File: config.mk
export PLATFORM = sky130hd
export DESIGN_NAME = cpu_run_ctrl
export DESIGN_NICKNAME = d
export VERILOG_FILES = /design/src/rtl/cpu_run_ctrl_pkg.sv /design/src/rtl/cpu_run_ctrl_debounce.sv /design/src/rtl/cpu_run_ctrl.sv
export SDC_FILE = /design/constraint.sdc
export NUM_CORES = 1
export LEC_CHECK = 0
export ABC_AREA = 1
export CELL_PAD_IN_SITES_DETAIL_PLACEMENT = 0
export CELL_PAD_IN_SITES_GLOBAL_PLACEMENT = 1
export CORE_MARGIN = 2
export CORE_UTILIZATION = 38
export DETAILED_ROUTE_END_ITERATION = 10
export HOLD_SLACK_MARGIN = 0.02
export PLACE_DENSITY_LB_ADDON = 0.1
export RECOVER_POWER = 25
export SLEW_MARGIN = 10
export SYNTH_ARGS = -nofsm -noshare
export SYNTH_HDL_FRONTEND = slang
export SYNTH_HIERARCHICAL = 1
export SYNTH_SLANG_ARGS = --single-unit
export TNS_END_PERCENT = 100
File: constraint.sdc
create_clock -name clk -period 2.3 [get_ports clk]
set_input_delay 0.46 -clock clk [delete_from_list [all_inputs] [get_ports clk]]
set_output_delay 0.46 -clock clk [all_outputs]
set_load 0.005 [all_outputs]
File: src/rtl/cpu_run_ctrl_pkg.sv
// Shared types and helpers for the CPU run controller.
package cpu_run_ctrl_pkg;

   // Run-controller states. The encoding is visible on the state output port.
   typedef enum logic [1:0] {
      RC_HALT  = 2'd0,
      RC_RUN   = 2'd1,
      RC_STEP  = 2'd2,
      RC_BREAK = 2'd3
   } rc_state_e;

   localparam int RC_STATE_W = 2;

   // Counter width able to hold 0..n-1, never narrower than one bit.
   function automatic int cnt_width(input int n);
      return (n > 1) ? $clog2(n) : 1;
   endfunction

endpackage

File: src/rtl/cpu_run_ctrl_debounce.sv
// Step-button conditioner: two-flop synchroniser, stability counter and
// rising-edge detector. Emits a single-cycle step_req per accepted press.
module cpu_run_ctrl_debounce
   import cpu_run_ctrl_pkg::*;
#(
   parameter int DEBOUNCE_CYC = 1_000_000
) (
   input  logic clk,
   input  logic rst,
   input  logic btn,
   output logic step_req
);

   localparam int CW = cnt_width(DEBOUNCE_CYC);
   localparam logic [CW-1:0] CNT_LAST = CW'(DEBOUNCE_CYC - 1);

   logic          sync1;
   logic          sync2;
   logic          stable;
   logic [CW-1:0] cnt;
   logic          differ;
   logic          accept;

   // The synchronised level must disagree with the accepted level for
   // DEBOUNCE_CYC consecutive cycles before it is taken as the new level.
   assign differ = (sync2 != stable);
   assign accept = differ && (cnt == CNT_LAST);

   // Bring the raw button into the clock domain.
   always_ff @(posedge clk or posedge rst) begin
      if (rst) begin
         sync1 <= 1'b0;
         sync2 <= 1'b0;
      end else begin
         sync1 <= btn;
         sync2 <= sync1;
      end
   end

   // Count consecutive cycles of disagreement; any agreement restarts the count.
   always_ff @(posedge clk or posedge rst) begin
      if (rst) begin
         cnt <= '0;
      end else if (!differ || accept) begin
         cnt <= '0;
      end else begin
         cnt <= cnt + CW'(1);
      end
   end

   // Track the accepted level and pulse once when it rises.
   always_ff @(posedge clk or posedge rst) begin
      if (rst) begin
         stable   <= 1'b0;
         step_req <= 1'b0;
      end else begin
         step_req <= accept && sync2;
         if (accept) begin
            stable <= sync2;
         end
      end
   end

endmodule

File: src/rtl/cpu_run_ctrl.sv
// CPU clock-enable and debug run controller. Produces one-cycle CPU and timer
// enables from the system clock and arbitrates run / halt / step / breakpoint.
module cpu_run_ctrl
   import cpu_run_ctrl_pkg::*;
#(
   parameter int CLK_HZ       = 100_000_000,
   parameter int TICK_HZ      = 20_000,
   parameter int TIMER_HZ     = 60,
   parameter int DEBOUNCE_CYC = 1_000_000,
   parameter int ADDR_W       = 12,
   parameter int STEP_W       = 8,
   parameter int TIMER_FREEZE = 1
) (
   input  logic                  clk,
   input  logic                  rst,
   input  logic                  run_sw,
   input  logic                  step_btn,
   input  logic [STEP_W-1:0]     step_n,
   input  logic                  bp_en,
   input  logic [ADDR_W-1:0]     bp_addr,
   input  logic [ADDR_W-1:0]     cpu_pc,
   input  logic                  cpu_done,
   output logic                  cpu_en,
   output logic                  timer_tick,
   output logic [RC_STATE_W-1:0] state,
   output logic [STEP_W-1:0]     steps_left
);

   localparam int DIV  = CLK_HZ / TICK_HZ;
   localparam int TDIV = CLK_HZ / TIMER_HZ;
   localparam int TW   = cnt_width(DIV);
   localparam int TTW  = cnt_width(TDIV);
   localparam logic [TW-1:0]  TICK_LAST  = TW'(DIV - 1);
   localparam logic [TTW-1:0] TIMER_LAST = TTW'(TDIV - 1);
   localparam logic           FREE_TIMER = (TIMER_FREEZE == 0);

   logic [TW-1:0]     tick_cnt;
   logic [TTW-1:0]    timer_cnt;
   logic              tick;
   logic              timer_wrap;
   logic              step_req;

   rc_state_e         state_q;
   rc_state_e         state_d;
   logic [STEP_W-1:0] steps_q;
   logic [STEP_W-1:0] steps_d;
   logic [STEP_W-1:0] burst_len;
   logic              exempt_q;
   logic              exempt_d;
   logic              run_prev;
   logic              run_rise;
   logic              bp_hit;
   logic              active_d;
   logic              run_d;

   assign tick       = (tick_cnt == TICK_LAST);
   assign timer_wrap = (timer_cnt == TIMER_LAST);
   assign burst_len  = (step_n == '0) ? STEP_W'(1) : step_n;
   assign run_rise   = run_sw && !run_prev;
   assign bp_hit     = bp_en && cpu_done && (cpu_pc == bp_addr);

   // Enables are gated on the state being entered, so nothing is issued in
   // the first cycle after leaving RUN/STEP.
   assign active_d = (state_d == RC_RUN) || (state_d == RC_STEP);
   assign run_d    = (state_d == RC_RUN);

   assign state      = state_q;
   assign steps_left = steps_q;

   cpu_run_ctrl_debounce #(
      .DEBOUNCE_CYC(DEBOUNCE_CYC)
   ) u_debounce (
      .clk      (clk),
      .rst      (rst),
      .btn      (step_btn),
      .step_req (step_req)
   );

   // Next-state and burst bookkeeping; earlier conditions win within each state.
   always_comb begin
      state_d  = state_q;
      steps_d  = steps_q;
      exempt_d = exempt_q;
      case (state_q)
         RC_HALT: begin
            if (run_sw) begin
               state_d = RC_RUN;
            end else if (step_req) begin
               state_d  = RC_STEP;
               steps_d  = burst_len;
               exempt_d = 1'b0;
            end
         end
         RC_RUN: begin
            if (!run_sw) begin
               state_d = RC_HALT;
            end else if (bp_hit) begin
               state_d = RC_BREAK;
            end
         end
         RC_STEP: begin
            if (cpu_done && (steps_q <= STEP_W'(1))) begin
               state_d = RC_HALT;
               steps_d = '0;
            end else if (bp_hit && !exempt_q) begin
               state_d = RC_BREAK;
               steps_d = '0;
            end else if (run_rise) begin
               state_d = RC_RUN;
               steps_d = '0;
            end else if (cpu_done) begin
               steps_d = steps_q - STEP_W'(1);
            end
            if (cpu_done) begin
               exempt_d = 1'b0;
            end
         end
         RC_BREAK: begin
            if (!run_sw) begin
               state_d = RC_HALT;
            end else if (step_req) begin
               state_d  = RC_STEP;
               steps_d  = burst_len;
               exempt_d = 1'b1;
            end
         end
         default: begin
            state_d = RC_HALT;
            steps_d = '0;
         end
      endcase
   end

   // Controller state register, including the run switch history used to
   // detect a rising run request during a burst.
   always_ff @(posedge clk or posedge rst) begin
      if (rst) begin
         state_q  <= RC_HALT;
         steps_q  <= '0;
         exempt_q <= 1'b0;
         run_prev <= 1'b0;
      end else begin
         state_q  <= state_d;
         steps_q  <= steps_d;
         exempt_q <= exempt_d;
         run_prev <= run_sw;
      end
   end

   // Free-running CPU and timer dividers, independent of controller state.
   always_ff @(posedge clk or posedge rst) begin
      if (rst) begin
         tick_cnt  <= '0;
         timer_cnt <= '0;
      end else begin
         tick_cnt  <= tick ? '0 : tick_cnt + TW'(1);
         timer_cnt <= timer_wrap ? '0 : timer_cnt + TTW'(1);
      end
   end

   // Registered one-cycle enables; the timer optionally freezes outside RUN.
   always_ff @(posedge clk or posedge rst) begin
      if (rst) begin
         cpu_en     <= 1'b0;
         timer_tick <= 1'b0;
      end else begin
         cpu_en     <= tick && active_d;
         timer_tick <= timer_wrap && (FREE_TIMER || run_d);
      end
   end

endmodule
Word-level counts from Yosys, hierarchy flattened
Cells that the tools add are included.
- logic and storage cells: 80
- flip-flop bits (word level): 72
- output and inout bits: 12
- bits of input ports: 38
- mux-type cells: 27
- order comparisons: 1
- equal/unequal tests: 16
- add/sub/neg operators: 4
- reductions and logical operators: 19
- operator list (operator ; number):
    8-bit two-way mux ; 8
    8-bit one-hot mux with 3 select lines ; 1
    21-bit by 1-bit adder with 21-bit output (second input constant) ; 1
    21-bit == test (second input constant) ; 1
    21-bit two-way mux ; 1
    20-bit by 1-bit adder with 20-bit output (second input constant) ; 1
    20-bit == test (second input constant) ; 1
    20-bit two-way mux ; 1
    2-bit two-way mux ; 8
    13-bit by 1-bit adder with 13-bit output (second input constant) ; 1
    13-bit == test (second input constant) ; 1
    13-bit two-way mux ; 1
    12-bit == test ; 1
    1-bit logical AND ; 9
    8-bit by 1-bit less-or-equal comparator with 1-bit output (second input constant) ; 1
    8-bit logical NOT ; 1
    2-bit one-hot mux with 4 select lines ; 1
    8-bit by 1-bit subtractor with 8-bit output (second input constant) ; 1
    2-bit == test (second input constant) ; 3
    2-bit != test (second input constant) ; 3
    6-bit AND reduction ; 1
    1-bit two-way mux ; 5
    5-bit != test (second input constant) ; 1
    2-bit by 1-bit == test with 1-bit output (second input constant) ; 2
    other kinds (8) ; 12

Depth between registers and ports, before layout
Gate-level depths: netlist of run 1.
- word-level depth: 9
- mapped depth: 12
- mapped depth without buffers: 12

Hierarchy
The synthesis of run 1 kept the hierarchy.
- modules (own cells, without submodules) (module ; times used ; cells each ; area an instance (um2)):
    cpu_run_ctrl ; 1 ; 450 ; 3149.3
    cpu_run_ctrl_debounce ; 1 ; 185 ; 1377.6

Worst setup path before layout of run 1
Ideal clock, no wire load.
- path type: register to register
- start: reg steps_q[0] (netlist: steps_left[0])
- end: reg cpu_en
- clock period less this slack: 1.727 ns
- library setup time: 0.073 ns
- arrival: 1.655 ns
- stages on the path, launching flop included: 11
- setup slack: 0.573 ns
- path through: dfrtp_1 -> inv_1 -> ha_1 -> o21a_1 -> nand3_1 -> nand2_1 -> o21ai_0 -> nor2_1 -> nor2_1 -> ha_1 -> nor2_1
- cells in the longest elaborated chain, start to end: 7
- ends and longest elaborated chain (what ; RTL line ; source):
    from (decl) ; cpu_run_ctrl.sv:45 ; logic [STEP_W-1:0] steps_q;
    from (signal assigned) ; cpu_run_ctrl.sv:144 ; steps_q <= steps_d;
    8-bit by 1-bit less-or-equal comparator with 1-bit output * ; cpu_run_ctrl.sv:102 ; if (cpu_done && (steps_q <= STEP_W'(1))) begin
    1-bit logical AND * ; cpu_run_ctrl.sv:102 ;
    2-bit two-way mux * ; cpu_run_ctrl.sv:102 ;
    2-bit one-hot mux with 4 select lines * ; cpu_run_ctrl.sv:84 ; case (state_q)
    net state_d[0] ; cpu_run_ctrl.sv:44 ; rc_state_e state_d;
    2-bit by 1-bit == test with 1-bit output / 2-bit == test (equally long branches) ; cpu_run_ctrl.sv:64 ; assign active_d = (state_d == RC_RUN) || (state_d == RC_STEP);
    1-bit logical OR * ; cpu_run_ctrl.sv:64 ;
    1-bit logical AND * ; cpu_run_ctrl.sv:167 ; cpu_en <= tick && active_d;
    to (signal assigned) ; cpu_run_ctrl.sv:167 ;
    to (decl) ; cpu_run_ctrl.sv:23 ; output logic cpu_en,
The timed path passes the listed nets; every way through them passes the cells marked *.
A chain may end at the register's enable or synchronous reset.

Final worst setup path of run 1
- start: reg steps_q[0] (netlist: steps_left[0])
- end: reg timer_tick
- cells in the longest elaborated chain, start to end: 6
- ends and longest elaborated chain (what ; RTL line ; source):
    8-bit by 1-bit less-or-equal comparator with 1-bit output ; cpu_run_ctrl.sv:102 ;
    1-bit logical AND ; cpu_run_ctrl.sv:102 ;
    2-bit two-way mux ; cpu_run_ctrl.sv:102 ;
    2-bit one-hot mux with 4 select lines ; cpu_run_ctrl.sv:84 ;
    net state_d[0] ; cpu_run_ctrl.sv:44 ;
    2-bit by 1-bit == test with 1-bit output ; cpu_run_ctrl.sv:65 ; assign run_d = (state_d == RC_RUN);
    1-bit logical AND ; cpu_run_ctrl.sv:168 ; timer_tick <= timer_wrap && (FREE_TIMER || run_d);
    to (signal assigned) ; cpu_run_ctrl.sv:168 ;
    to (decl) ; cpu_run_ctrl.sv:24 ; output logic timer_tick,
The timed path passes the listed nets, and every way through them passes these cells.

==> results of run 1 <==
[cell families (layout without fill, tap and decap cells)]
group / after synthesis / in the layout
XOR/XNOR: 27 / 27
flip-flops: 72 / 72
buffers and inverters: 104 / 172
AO/OA/AOI/OAI: 28 / 28
adder cells (fa/ha/maj): 7 / 7
AND/OR/NAND/NOR: 397 / 397
[final timing paths]
kind,to,slack (ns),cells after the start
min in group asynchronous,timer_cnt[13],0.72,2
max in group asynchronous,u_debounce/cnt[1],0.46,3
worst min-delay path,u_debounce/sync2,0.35,0
worst max-delay path,timer_tick,0.30,10
worst max register to register,timer_tick,0.30,10
worst min register to register,u_debounce/sync2,0.35,0
[layer usage]
metal,wire length [um],share of wire [%],GRT usage (%),vias up
met2,4920,47,29.7,46
met5,0,0,0,-
li1,-,-,-,2093
met1,5020,48,23.4,1835
met4,180,1.7,6.10,0
met3,270,2.6,3.91,14
[registers in the layout, summed over array words and instances, names as in the netlist]
| name | cells |
|---|---|
| tick_cnt | 13 |
| run_prev | 1 |
| exempt_q | 1 |
| steps_left | 8 |
| u_debounce/sync1 | 1 |
| timer_tick | 1 |
| u_debounce/step_req | 1 |
| u_debounce/sync2 | 1 |
| cpu_en | 1 |
| timer_cnt | 21 |
| u_debounce/cnt | 20 |
| u_debounce/stable | 1 |
| state | 2 |
[layout make-up]
type | count | area share [%]
clock inverters | 4 | 1.27
clock buffers | 11 | 4.22
well taps | 143 | 3.24
multi-input cells | 459 | 41.9
inverters | 100 | 6.81
flip-flops and latches | 72 | 32.7
repair buffers | 57 | 9.85
[power by group through the flow]
stage	registers, mW	logic (mW)	clock network (mW)
2_1_floorplan	1.49	0.599	0
3_3_place_gp	1.52	0.955	0
3_5_place_dp	1.52	0.960	0
4_1_cts	1.50	0.964	1.51
5_1_grt	1.52	1.09	1.57
6_report	1.50	0.947	1.48
[cells in the mapped netlist]
| master | number | share of area [%] |
|---|---|---|
| nand3_1 | 41 | 4.5 |
| o21ai_1 | 1 | 0.11 |
| xnor2_1 | 8 | 1.5 |
| clkbuf_1 | 1 | 0.083 |
| nor2_2 | 9 | 1.2 |
| and3_1 | 1 | 0.14 |
| nand2_1 | 180 | 15 |
| o21a_1 | 1 | 0.17 |
| nor2_1 | 99 | 8.2 |
| nand3b_1 | 3 | 0.50 |
| o221a_2 | 1 | 0.25 |
| ha_1 | 7 | 1.9 |
| xor2_1 | 19 | 3.7 |
| a31o_2 | 1 | 0.19 |
| o21bai_1 | 4 | 0.66 |
| nand3_2 | 3 | 0.66 |
| and2_1 | 1 | 0.14 |
| o21ai_2 | 1 | 0.19 |
| o21ai_0 | 10 | 1.1 |
| inv_1 | 93 | 7.7 |
| nand2_2 | 7 | 0.97 |
| nor3_2 | 3 | 0.66 |
| o211ai_1 | 1 | 0.17 |
| dfrtp_1 | 72 | 40 |
| nor4_1 | 4 | 0.55 |
| nand2_4 | 1 | 0.25 |
| buf_6 | 3 | 0.75 |
| or2_2 | 1 | 0.14 |
| nor3b_2 | 1 | 0.28 |
| a21oi_1 | 7 | 0.77 |
| inv_2 | 7 | 0.58 |
| or2_4 | 1 | 0.19 |
| nand4_1 | 11 | 1.5 |
| a31oi_4 | 1 | 0.47 |
| nor3b_1 | 7 | 1.2 |
| nor2_4 | 8 | 2.0 |
| nor3_1 | 16 | 1.8 |
[layout by cell type, fill, tap and decap left out, drive strengths merged, types with 2 or more instances in the layout]
cell | Yosys | layout
bufinv | 0 | 2
xor2 | 19 | 19
nor2 | 116 | 116
clkdlybuf4s50 | 0 | 47
nor3 | 19 | 19
o21bai | 4 | 4
dfrtp | 72 | 72
inv | 100 | 100
clkinv | 0 | 2
buf | 3 | 6
o21ai | 12 | 12
clkbuf | 1 | 13
nor4 | 4 | 4
a21oi | 7 | 7
or2 | 2 | 2
xnor2 | 8 | 8
nand2 | 188 | 188
nor3b | 8 | 8
nand3b | 3 | 3
nand4 | 11 | 11
dlygate4sd3 | 0 | 2
ha | 7 | 7
nand3 | 44 | 44
[worst max-delay path, delay by kind of cell (launching register included)]
| family | cells | cell delay, ns |
|---|---|---|
| AOI/OAI and AO/OA | 2 | 0.37 |
| adders and majority gates | 2 | 0.41 |
| buffers and inverters | 1 | 0.09 |
| DFF | 1 | 0.43 |
| and+or+nand+nor | 5 | 0.62 |
[stage by stage]
stage          hold WS (ns)  setup slack [ns]  setup TNS (ns)  area, um^2
2_1_floorplan         0.331             0.573               0        4530
3_3_place_gp          0.341            0.0505               0        5220
3_5_place_dp          0.342           -0.0352         -0.0380        5220
4_1_cts               0.354             0.295               0        5520
5_1_grt               0.366             0.107               0        5510
6_report              0.354             0.303               0        5510
==> results.cfg, run 1 <==
[sta]
rsz0062_at_grt = false
finClkSkew_ns = 0.00666
fmax_mhz = 501
fin_crit_sh_pct = 86.8
finalHoldViolCount = 0
slew_violations = 0
setup_viol = 0
worstMarginPinSlew_ns = 1.37
post-route-min-period_ns = 2.00
relSlewSlack_pct = 8.90

[job]
max_cap_viol_count = 0

[logic_synthesis]
synthMuxAreaShare_pct = 0
synthesis.instances = 635
avgSynthCellArea_um2 = 7.13
synth_xor_area_share_pct = 5.22
syn_area_um2 = 4530
ys_ff_latch = 72
synth_adder_area_share_pct = 1.93
synth_compound_gate_area_share_pct = 4.09
synthSimpleGateAreaFrac_pct = 39.8
syn_nets = 680
synth.distinct_cells = 37
yosys_warnings = 6
synth_top_family_by_area = simple AND/OR/NAND/NOR gates
seq_area_frac_synth_pct = 39.8

[drt]
route.antenna.remaining_nets = 0
vias_per_cell = 4.71
drt_pass1_iterations = 4
wl_per_cell_um = 12.3
drt_wl_total_um = 10400
drc = 0
vias = 3988
dr.first_iter.drc_count = 274

[floorplanning]
ioPinCount = 50
die_area_um2 = 12800
rows = 39
die_height_um = 113
die_w_um = 113
initial_core_util_pct = 39.3
core-area_um2 = 11500

[setup_path]
startpoint_type = flip-flop
crit_chain = inv_1 > ha_1 > o21a_1 > nand3_1 > nand2_1 > o21ai_0 > nor2_1 > nor2_1 > ha_1 > nor3b_1
required_ns = 2.55
crit_slowest_cell = dfrtp_1
crit_arrival_ns = 2.25
critPathMaxFanout = 5
critPathMaxStageDelay_ns = 0.43
cp-startpoint = steps_left[0]
crit_path_end_kind = flip-flop
worstReg2RegStart = steps_left[0]
crit_type = reg2reg

[clock_network]
htreeDepth = 3
cts_buffers = 9
clk_pin_slew_ns = 0.06
cts_tree = built
post_cts_buffers = 0
insertion_delay_ns = 0.34
postCtsResizedCells = 0
clk_path_buf_depth = 2
cts.sinks = 72
cts_root_buf = clkbuf_16
hold_buffers = 0

[global_route]
gr-total-overflow = 0
grt_pass1_wl_um = 18500
grt_pass1_vias = 3966
grt_max_degree = 25
grt_antenna_before_repair = 0
grt_use_total_pct = 17.9

[worst_hold_path]
hold_path.class = reg2reg
hp-start = u_debounce/sync1

[power]
internal_power_mw = 2.75
switching_power_mw = 1.17
p_leak_nw = 2.70
clkPwrFrac_pct = 37.8
power_mw = 3.93
power.density_nw_per_um2 = 713
comb_power_share_pct = 24.1
p_seq_share_pct = 38.1
sw_frac_of_total_pct = 29.9
peakVddDrop_mv = 0.423

[run_status]
status = completed

[layout]
area_delta_synth_final_pct = 21.8
n_fill_cell = 1187
seq_area_um2 = 1800
utilization_pct = 47.9
multi_input_area_um2 = 2310
layout.cells.non_filler = 846
final_nets = 744
drive_above_1_share_pct = 9.10
diodes = 0

[placement]
hpwl_um = 7980
io_buffers = 49
globalplace.congestion = 0.875
dp.cells = 831
(Power assumes the default switching activity.)
==> run 2, diff against run 1 <==
--- a/config.mk
+++ b/config.mk
@@ -14,6 +14,7 @@
 export HOLD_SLACK_MARGIN = 0.02
 export PLACE_DENSITY_LB_ADDON = 0.1
 export RECOVER_POWER = 25
+export REMOVE_ABC_BUFFERS = 1
 export SLEW_MARGIN = 10
 export SYNTH_ARGS = -nofsm -noshare
 export SYNTH_HDL_FRONTEND = slang
==> results.cfg, run 2 (synthesis results as in run 1) <==
[sta]
setup_viol = 0
finClkSkew_ns = 0.00413
post-route-min-period_ns = 2.01
fmax_mhz = 497
relSlewSlack_pct = 19.2
worstMarginPinSlew_ns = 1.21
setup_tns_ns = 0
layout_setup_ws_ns = 0.288
finalHoldViolCount = 0
slew_violations = 0
rsz0062_at_grt = false
whs_ns = 0.353
fin_crit_sh_pct = 87.5

[clock_network]
cts.sinks = 72
cts_buffers = 9
hold_buffers = 0
clk_pin_slew_ns = 0.06
htreeDepth = 3
clk_path_buf_depth = 2
cts_tree = built
insertion_delay_ns = 0.34
postCtsResizedCells = 0
cts_root_buf = clkbuf_16
post_cts_buffers = 0

[layout]
n_fill_cell = 1173
mostFrequentLayoutCell = nand2_1
drive_above_1_share_pct = 9.93
final_nets = 745
multi_input_area_um2 = 2310
regMostFlops = timer_cnt
utilization_pct = 48.3
final_area_um2 = 5570
area_delta_synth_final_pct = 22.9
mostFrequentLayoutCells = nand2_1 (180), nor2_1 (99), inv_1 (92), dfrtp_1 (72), clkdlybuf4s50_1 (47)
largest_reg_flops = 21
diodes = 0
seq_area_um2 = 1800
reg_top3 = timer_cnt: 21 flops, u_debounce/cnt: 20 flops, tick_cnt: 13 flops

[setup_path]
cp_common_cell = nor2_1
required_ns = 2.54
crit_slowest_cell = clkdlybuf4s50_1
critPathMaxStageDelay_ns = 0.47
crit_path_end_kind = flip-flop
crit_type = in2reg
critPathMaxFanout = 3
crit_chain = clkdlybuf4s50_1 > inv_1 > nand2_1 > nand2_1 > nor2_1 > nand2_1 > nor2_1 > nand3_2 > nor2_2 > nor2_1 > nor2_1 > ha_1 > nor3b_1
crit_arrival_ns = 2.25
startpoint_type = input port

[power]
power.density_nw_per_um2 = 723
peakVddDrop_mv = 0.533
p_leak_nw = 2.71

[global_route]
gr-total-overflow = 0
grt_max_degree = 49
grt_antenna_before_repair = 0
grt_pass1_vias = 3932
grt_pass1_wl_um = 18000
grt_use_total_pct = 17.6

[floorplanning]
die_height_um = 113
core-area_um2 = 11500
die_w_um = 113
rows = 39
initial_core_util_pct = 39.3
die_area_um2 = 12800
ioPinCount = 50

[run_status]
status = finished with violations
violations = design-rule violations

[placement]
dpl_worst_slack_ns = -0.0498
placed_area_um2 = 5240
hpwl_um = 7940
globalplace.congestion = 0.917
io_buffers = 49

[drt]
drt_wl_total_um = 10400
drc = 3
route.antenna.remaining_nets = 0
vias_per_cell = 4.75
wl_per_cell_um = 12.2
drt_pass1_iterations = 7
dr.first_iter.drc_count = 196
vias = 4024

[job]
max_cap_viol_count = 0

[worst_hold_path]
hold_path.class = reg2reg
[run 2: changes by cell type in the layout (fill, tap and decap cells not counted), moves of 2 or more]
cell        previous run  this run
buf_4                  6         8
clkbuf_1               4         0
clkbuf_8               0         3
clkinv_2               2         0
clkinvlp_4             0         2
[run 2: report_power, final]
group	total [mW]	leakage, nW	internal, mW	switching (mW)
Sequential	1.50	0.954	1.36	0.138
Clock	1.56	0.161	1.04	0.526
Combinational	0.963	1.60	0.460	0.503
[run 2: layout make-up]
class                           instances  area share (%)
Sequential cell                        72            32.4
Tap cell                              143            3.21
Clock buffer                           12            4.79
Clock inverter                          4            1.35
Multi-Input combinational cell        459            41.5
Timing Repair Buffer                   58            9.98
Inverter                              100            6.74
[run 2: path summary, 6_finish.rpt]
check | startpoint | endpoint | slack (ns) | depth (start not counted)
max | bp_addr[0] | timer_tick | 0.29 | 13
min | u_debounce/sync1 | u_debounce/sync2 | 0.35 | 0
max reg2reg | steps_left[0] | timer_tick | 0.36 | 10
min reg2reg | u_debounce/sync1 | u_debounce/sync2 | 0.35 | 0
max in group asynchronous | rst | timer_cnt[7] | 0.57 | 3
min in group asynchronous | rst | u_debounce/cnt[4] | 0.66 | 3
[run 2: metrics by stage]
stage | power, mW | cells
floorplan | 2.09 | 631
finish | 4.02 | 848
global route | 4.30 | 848
detailed placement | 2.50 | 832
global placement | 2.48 | 832
CTS | 4.10 | 848
[run 2: metal layers]
metal | vias to the layer above | share of wire [%] | track usage, %
met2 | 54 | 50 | 31.1
met1 | 1852 | 45 | 20.1
li1 | 2100 | - | -
met5 | - | 0 | 0
met4 | 0 | 2.2 | 6.50
met3 | 18 | 3.4 | 5.14
[run 2: worst max-delay path: cells and delay by family]
kind / cells / cell delay, ns
and+or+nand+nor: 10 / 1.13
buffers and inverters: 2 / 0.51
adders and majority gates: 1 / 0.16
